### src/rtl/maxima_uart_tx.sv
// Snapshots the peak-finder maxima array on its completion strobe and sends it as a framed 8N1 byte stream.
// Optional trailing checksum byte enabled by defining MAXIMA_TX_CHECKSUM_EN.
`timescale 1ns/1ps

module maxima_uart_tx #(
  parameter int unsigned CLKS_PER_BIT = 434,
  parameter int unsigned NUM_MAXIMA   = 16,
  parameter int unsigned MAXIMA_W     = 25,
  parameter logic [7:0]  SYNC_BYTE    = 8'hA5
) (
  input  logic                clk,
  input  logic                reset,
  input  logic [MAXIMA_W-1:0] maximas [NUM_MAXIMA],
  input  logic                maximas_valid,
  output logic                uart_tx,
  output logic                busy,
  output logic                frame_done,
  output logic                overrun
);

  localparam int unsigned CNT_W      = (CLKS_PER_BIT > 1) ? $clog2(CLKS_PER_BIT) : 1;
  localparam int unsigned DATA_BYTES = 4 * NUM_MAXIMA;
`ifdef MAXIMA_TX_CHECKSUM_EN
  localparam int unsigned FRAME_LEN  = DATA_BYTES + 2;
`else
  localparam int unsigned FRAME_LEN  = DATA_BYTES + 1;
`endif
  localparam int unsigned BYTE_W     = $clog2(FRAME_LEN);
  localparam int unsigned WIDX_W     = (NUM_MAXIMA > 1) ? $clog2(NUM_MAXIMA) : 1;

  localparam logic [CNT_W-1:0]  CNT_LAST  = CNT_W'(CLKS_PER_BIT - 1);
  localparam logic [BYTE_W-1:0] BYTE_LAST = BYTE_W'(FRAME_LEN - 1);

  typedef enum logic [2:0] {
    S_IDLE,
    S_START,
    S_DATA,
    S_STOP,
    S_DONE
  } state_t;

  state_t              state, state_nxt;
  logic [CNT_W-1:0]    bit_cnt, cnt_nxt;
  logic [2:0]          bit_idx, bit_idx_nxt;
  logic [BYTE_W-1:0]   byte_idx, byte_idx_nxt;
  logic                tx_nxt, busy_nxt, done_nxt, overrun_nxt;
  logic                accept, bit_end;
  logic [MAXIMA_W-1:0] snap [NUM_MAXIMA];

  logic [BYTE_W-1:0]   data_off;
  logic [WIDX_W-1:0]   word_idx;
  logic [31:0]         word_sel;
  logic [7:0]          lane_byte;
  logic [7:0]          cur_byte;

`ifdef MAXIMA_TX_CHECKSUM_EN
  logic [7:0]          csum;
`endif

  // Byte currently on the line, decoded straight from the byte index
  always_comb begin
    data_off = byte_idx - BYTE_W'(1);
    word_idx = WIDX_W'(data_off >> 2);
    word_sel = '0;
    for (int unsigned k = 0; k < NUM_MAXIMA; k++) begin
      if (word_idx == WIDX_W'(k)) word_sel = 32'(snap[k]);
    end
    case (data_off[1:0])
      2'd0:    lane_byte = word_sel[31:24];
      2'd1:    lane_byte = word_sel[23:16];
      2'd2:    lane_byte = word_sel[15:8];
      default: lane_byte = word_sel[7:0];
    endcase
    if (byte_idx == '0) begin
      cur_byte = SYNC_BYTE;
`ifdef MAXIMA_TX_CHECKSUM_EN
    end else if (byte_idx == BYTE_LAST) begin
      cur_byte = csum;
`endif
    end else begin
      cur_byte = lane_byte;
    end
  end

  // Next-state, counters and next values of the registered outputs
  always_comb begin
    state_nxt    = state;
    cnt_nxt      = bit_cnt;
    bit_idx_nxt  = bit_idx;
    byte_idx_nxt = byte_idx;
    accept       = 1'b0;
    overrun_nxt  = overrun;
    tx_nxt       = 1'b1;
    busy_nxt     = 1'b0;
    done_nxt     = 1'b0;
    bit_end      = (bit_cnt == CNT_LAST);

    case (state)
      S_IDLE: begin
        if (maximas_valid) begin
          accept       = 1'b1;
          state_nxt    = S_START;
          cnt_nxt      = '0;
          bit_idx_nxt  = '0;
          byte_idx_nxt = '0;
        end
      end
      S_START: begin
        if (bit_end) begin
          state_nxt   = S_DATA;
          cnt_nxt     = '0;
          bit_idx_nxt = '0;
        end else begin
          cnt_nxt = bit_cnt + CNT_W'(1);
        end
      end
      S_DATA: begin
        if (bit_end) begin
          cnt_nxt = '0;
          if (bit_idx == 3'd7) state_nxt = S_STOP;
          else                 bit_idx_nxt = bit_idx + 3'd1;
        end else begin
          cnt_nxt = bit_cnt + CNT_W'(1);
        end
      end
      S_STOP: begin
        if (bit_end) begin
          cnt_nxt     = '0;
          bit_idx_nxt = '0;
          if (byte_idx == BYTE_LAST) begin
            state_nxt    = S_DONE;
            byte_idx_nxt = '0;
          end else begin
            state_nxt    = S_START;
            byte_idx_nxt = byte_idx + BYTE_W'(1);
          end
        end else begin
          cnt_nxt = bit_cnt + CNT_W'(1);
        end
      end
      S_DONE:  state_nxt = S_IDLE;
      default: state_nxt = S_IDLE;
    endcase

    if (maximas_valid && (state != S_IDLE)) overrun_nxt = 1'b1;

    // Outputs follow the state being entered so they change on the same edge
    case (state_nxt)
      S_START: begin
        tx_nxt   = 1'b0;
        busy_nxt = 1'b1;
      end
      S_DATA: begin
        tx_nxt   = cur_byte[bit_idx_nxt];
        busy_nxt = 1'b1;
      end
      S_STOP:  busy_nxt = 1'b1;
      S_DONE:  done_nxt = 1'b1;
      default: ;
    endcase
  end

  always_ff @(posedge clk) begin
    if (reset) begin
      state      <= S_IDLE;
      bit_cnt    <= '0;
      bit_idx    <= '0;
      byte_idx   <= '0;
      uart_tx    <= 1'b1;
      busy       <= 1'b0;
      frame_done <= 1'b0;
      overrun    <= 1'b0;
    end else begin
      state      <= state_nxt;
      bit_cnt    <= cnt_nxt;
      bit_idx    <= bit_idx_nxt;
      byte_idx   <= byte_idx_nxt;
      uart_tx    <= tx_nxt;
      busy       <= busy_nxt;
      frame_done <= done_nxt;
      overrun    <= overrun_nxt;
    end
  end

  // Frame snapshot; datapath only, no reset needed
  always_ff @(posedge clk) begin
    if (!reset && accept) snap <= maximas;
  end

`ifdef MAXIMA_TX_CHECKSUM_EN
  // Sum of maxima bytes, added as each one finishes its stop bit
  always_ff @(posedge clk) begin
    if (reset || accept) begin
      csum <= '0;
    end else if ((state == S_STOP) && bit_end &&
                 (byte_idx != '0) && (byte_idx != BYTE_LAST)) begin
      csum <= csum + cur_byte;
    end
  end
`endif

endmodule
### config.mk
export PLATFORM = sky130hd
export DESIGN_NAME = maxima_uart_tx
export DESIGN_NICKNAME = d
export VERILOG_FILES = /design/src/rtl/maxima_uart_tx.sv
export SDC_FILE = /design/constraint.sdc
export NUM_CORES = 1
export LEC_CHECK = 0
export CORE_ASPECT_RATIO = 0.5
export CORE_MARGIN = 2
export CORE_UTILIZATION = 40
export CTS_CLUSTER_SIZE = 25
export DETAILED_ROUTE_END_ITERATION = 16
export DONT_BUFFER_PORTS = 1
export PLACE_DENSITY_LB_ADDON = 0.08
export SYNTH_ARGS = -nofsm -noshare
export SYNTH_HDL_FRONTEND = slang
export SYNTH_SLANG_ARGS = --single-unit
### constraint.sdc
create_clock -name clk -period 14.9 [get_ports clk]
set_clock_uncertainty 0.05 [all_clocks]
set_input_delay 1.49 -clock clk [delete_from_list [all_inputs] [get_ports clk]]
set_output_delay 1.49 -clock clk [all_outputs]
set_load 0.005 [all_outputs]
[Word level (Yosys, flattened, before mapping)]
Index checks and enable logic that the tools add are counted.
W data, S select, Z words.
Word-level totals
  flip-flop bits (word level): 426
  input bits: 403
  output and inout bits: 4
Cells by class
  eq/ne operators: 29
  mux-type cells: 44
  reductions and logical operators: 15
  magnitude comparators: 1
  $add $sub $neg: 4
Operator list (number)
  $mux W32: 14
  $mux W25: 2
  $eq A4 B4 Y1 const B: 8
  $mux W3: 10
  $pmux W8 S3: 1
  $mux W7: 3
  $mux W9: 2
  $pmux W9 S2: 1
  $eq A4 B3 Y1 const B: 4
  $pmux W7 S2: 1
  $eq A3 B2 Y1 const B: 4
  $pmux W3 S4: 1
  $add A9 B1 Y9 const B: 1
  $eq A9 B9 Y1 const B: 1
  $pmux W3 S3: 1
  $eq A4 B2 Y1 const B: 2
  $mux W8: 1
  $add A7 B1 Y7 const B: 1
  $eq A7 B7 Y1 const B: 1
  $logic_not A7 Y1: 1
  $eq A3 B1 Y1 const B: 2
  $eq A3 B3 Y1 const B: 2
  $reduce_or A3 Y1: 2
  $sub A6 B1 Y6 const B: 1
  19 further kinds: 26

[Logic depth before layout (Yosys ltp)]
  depth in word-level cells: 23
  depth in mapped cells: 20
  mapped depth without buffers: 12

[Least setup slack after synthesis]
Ideal clock, no wire load.
  kind: input to register
  start: input reset
  end: register snap[0] in the netlist's numbering, enable pin
  arrival time: 10.895 ns
  library setup time: 0.819 ns
  stages: 3
  required time: 14.031 ns
  setup slack: 3.136 ns
  path through: clkbuf_1 nor2_1 and3_1
On the way
  cells in the longest elaborated chain, start to end: 2
Ends and longest elaborated chain
  from (decl): RTL line 12  | input logic reset,
  $logic_not A1 Y1: RTL line 187  | if (!reset && accept) snap <= maximas;
  $logic_and A1 B1 Y1: RTL line 187
  to (signal assigned): RTL line 187
  to (decl): RTL line 48  | logic [MAXIMA_W-1:0] snap [NUM_MAXIMA];
No other way between the ends.
A chain may end at the register's enable or synchronous reset.

[Worst setup path after layout]
  start: register byte_idx[1]
  end: register uart_tx
On the way
  cells in the longest elaborated chain, start to end: 23
  elaborated cells on any way between the ends: 48
  those cells by class: add/sub: 1; eq/ne: 20; mux: 24; reduce/logical: 3
Ends and longest elaborated chain
  from (decl): RTL line 45  | logic [BYTE_W-1:0] byte_idx, byte_idx_nxt;
  from (signal assigned): RTL line 177  | byte_idx <= byte_idx_nxt;
  $sub A6 B1 Y6: RTL line 62  | data_off = byte_idx - BYTE_W'(1);
  $logic_not A4 Y1: RTL line 66  | if (word_idx == WIDX_W'(k)) word_sel = 32'(snap[k]);
  $mux W25 (2 in series): RTL line 66
  $mux W32 (14 in series): RTL line 66
  $pmux W8 S3: RTL line 68  | case (data_off[1:0])
  $mux W8: RTL line 74  | if (byte_idx == '0) begin
  $bmux W1 S3: RTL line 154  | tx_nxt = cur_byte[bit_idx_nxt];
  $mux W1 (not written as such): RTL line 154
  $pmux W1 S2 (*): RTL line 148  | case (state_nxt)
  to (signal assigned): RTL line 178  | uart_tx <= tx_nxt;
  to (decl): RTL line 15  | output logic uart_tx,
Mark *: on every way between the ends. The rest lies on a longest branch, timed or not. The select of a mux whose other input is x is not followed.

==> results.toml <==
[synthesis]
netlist_area_mm2 = 0.0195
synthCells = 1522
ys.warnings.count = 0
synth_edf_count = 400
ys_seq_elements = 426
ys.flop_type = "edfxtp_1"
yosys.area.top_type = "edfxtp_1"
async_flop_share_pct = 0
synth_cell_types = 109
synth.area.top_cells = "edfxtp_1 (62%), o21ai_0 (2.7%), dfxtp_1 (2.7%), a21oi_1 (2.1%), nor2_1 (1.8%)"
synth_top_cell_area_share_pct = 61.6
ys_seq_area_share_pct = 64.3
syn_nets = 1932
avgSynthCellArea_um2 = 12.8

[route]
vias = 14200
viasPerCell = 6.55
totalWireLength_um = 78100
ant_nets = 0
drcViolationCount = 0
routedWlPerCell_um = 36.1
first_iter_violations = 2000
drt-pass1-iter-count = 6

[critical_path]
worstPathArrival_ns = 6.60
cp-start-kind = "register"
rrSetupSlack_ns = 8.70
cp_slowest_cell = "a221oi_1"
r2r_end = "uart_tx"
rr_startpoint = "byte_idx[1]"
path_common_cell = "or2_1"
endpoint_kind = "register"
critical_path_class = "register to register"
critPathMaxStageDelay_ns = 0.81
worst-path-max-fanout = 50
path_delay_family = "compound AO/OA/AOI/OAI gates"
critPathBufInv = 2
ff2ff_path_depth = 13
crit_chain = "inv_1 > ha_2 > buf_4 > or2_1 > nor4_2 > or2_1 > a22o_1 > a221oi_1 > a21oi_1 > o221ai_1 > nand4_1 > a32oi_1 > nor3_2"
worstPathRequired_ns = 15.30

[min_path]
hp-class = "register to register"
whs_path_depth = 2
holdPathEnd = "overrun"
min_from = "overrun"

[finish]
finalNetCount = 1892
synthToLayoutAreaGrowth_pct = 10.1
regArea_mm2 = 0.0125
nFillCells = 4390
multi_input_comb_area_mm2 = 0.00637
drive_gt1_share_pct = 10.3
layout_commonest_cell = "edfxtp_1"
most-common-layout-cells = "edfxtp_1 (400), o21ai_0 (105), nor2_1 (92)"

[timing]
hold_ws_ns = 0.448
finalCritPeriodShare_pct = 41.6
tightest_slew_ns = 1.35
layout_min_cycle_time_ns = 6.20
rsz0062_at_grt = "false"
timing.fmax_ghz = 0.161
hold_viol_final = 0
slew_headroom_pct = 8.61
finalSetupTns_ns = 0
slew_viol_final = 0
finalSetupViolations = 0

[placement]
gp_congestion = 0.934
hpwl_um = 57900
portBuffers = 0

[clocking]
post_cts_resized = 0
hold_buffers = 0
clkSlewWorstSetupHoldPaths_ns = 0.07
cts_buffer_depth = 3
cts_setup_buffers = 0
cts_sinks = 426
cts_buffers = 40
clk_root_buffer_cell = "clkbuf_16"
h-tree-depth = 2
clkLatencyLatePin_ns = 0.58
cts_tree = "done"

[global_routing]
grt_max_degree = 192
grt_pass1_wl_um = 108000
antenna_found_initial = 9
track_usage_pct = 30.3
grt_pass1_vias = 13600
grt_overflow = 0

[power_and_ir_drop]
power.density_mw_per_mm2 = 124
peakVddDrop_uv = 81.9
power.leakage_uw = 0.00687

[floorplan]
die_h_um = 160
ioPinCount = 407
core-area_mm2 = 0.0484
rows = 57
die_w_um = 316
die-area_mm2 = 0.0507
initial_core_util_pct = 40.3

[run_status]
status = "completed"

[flow_run]
cap_violations = 0
-- power breakdown --
group	total, uW	switching, uW	internal (uW)
Combinational	163	118	44.9
Sequential	1390	22.6	1360
Clock	1110	474	638
-- tightest hold or removal path, cell delays in order (launching register included) --
cell	delay, ns
dfxtp_1	0.35
a21oi_1	0.05
nor2_1	0.07
-- routing by layer --
layer / part of all wire (%) / track usage [%] / up-vias / routed length (um)
met5: 0.017 / 0 / - / 13
met4: 1.5 / 4.87 / 2 / 1170
met3: 9.2 / 7.65 / 86 / 7210
met2: 46 / 47.5 / 763 / 36100
met1: 43 / 43.1 / 7288 / 33600
li1: - / - / 6063 / -
-- cells in the mapped netlist (24+ instances only) --
master	instances
a22oi_1	34
a211oi_1	27
nand3_1	52
dfxtp_1	26
nand2_1	90
a21oi_1	81
o211ai_1	24
o21ai_0	105
nor2_1	92
o22ai_1	33
clkbuf_1	40
edfxtp_1	400
buf_2	49
-- stage by stage --
stage	total power (uW)	util, %	instances	setup slack [ns]	cell area, um2
after floorplan	1520	-	1522	3.14	19500
after global placement	1570	41.4	2088	8.55	20000
after detailed placement	1570	41.4	2089	8.93	20000
after CTS	2680	44.4	2161	8.91	21500
after global routing	2740	44.4	2165	8.48	21500
final	2660	44.4	2167	8.70	21500
-- state kept, by name (all words and copies together), names as in the netlist --
name,flops
uart_tx,1
frame_done,1
byte_idx,7
bit_cnt,9
snap,400
overrun,1
state,3
busy,1
bit_idx,3
-- layout make-up --
| cell class | instances | share of cell area [%] |
|---|---|---|
| diodes | 6 | 0.0699 |
| clock buffers | 48 | 5.09 |
| flip-flops and latches | 426 | 58.4 |
| inverters | 16 | 0.280 |
| clock inverters | 24 | 1.53 |
| repair buffers | 33 | 1.20 |
| well taps | 649 | 3.78 |
| multi-input cells | 965 | 29.7 |
-- cell families after synthesis --
kind of cell    share of synthesized area [%]
buf+inv                                  3.35
fa+ha+maj                               0.500
compound gates                           19.8
mux                                      1.15
flops                                    64.3
xor+xnor                                0.269
simple gates                             10.7
-- worst max-delay path by stage --
stage | startpoint | end | slack, ns | cells past startpoint
after floorplan | reset | snap[0] | 3.14 | 3
after global placement | byte_idx[1] | uart_tx | 8.55 | 13
after detailed placement | byte_idx[1] | uart_tx | 8.93 | 13
after CTS | byte_idx[1] | uart_tx | 8.91 | 13
after global routing | byte_idx[0] | uart_tx | 8.48 | 14
final | byte_idx[1] | uart_tx | 8.70 | 13
Note: power is estimated with default switching activity, not from simulation.
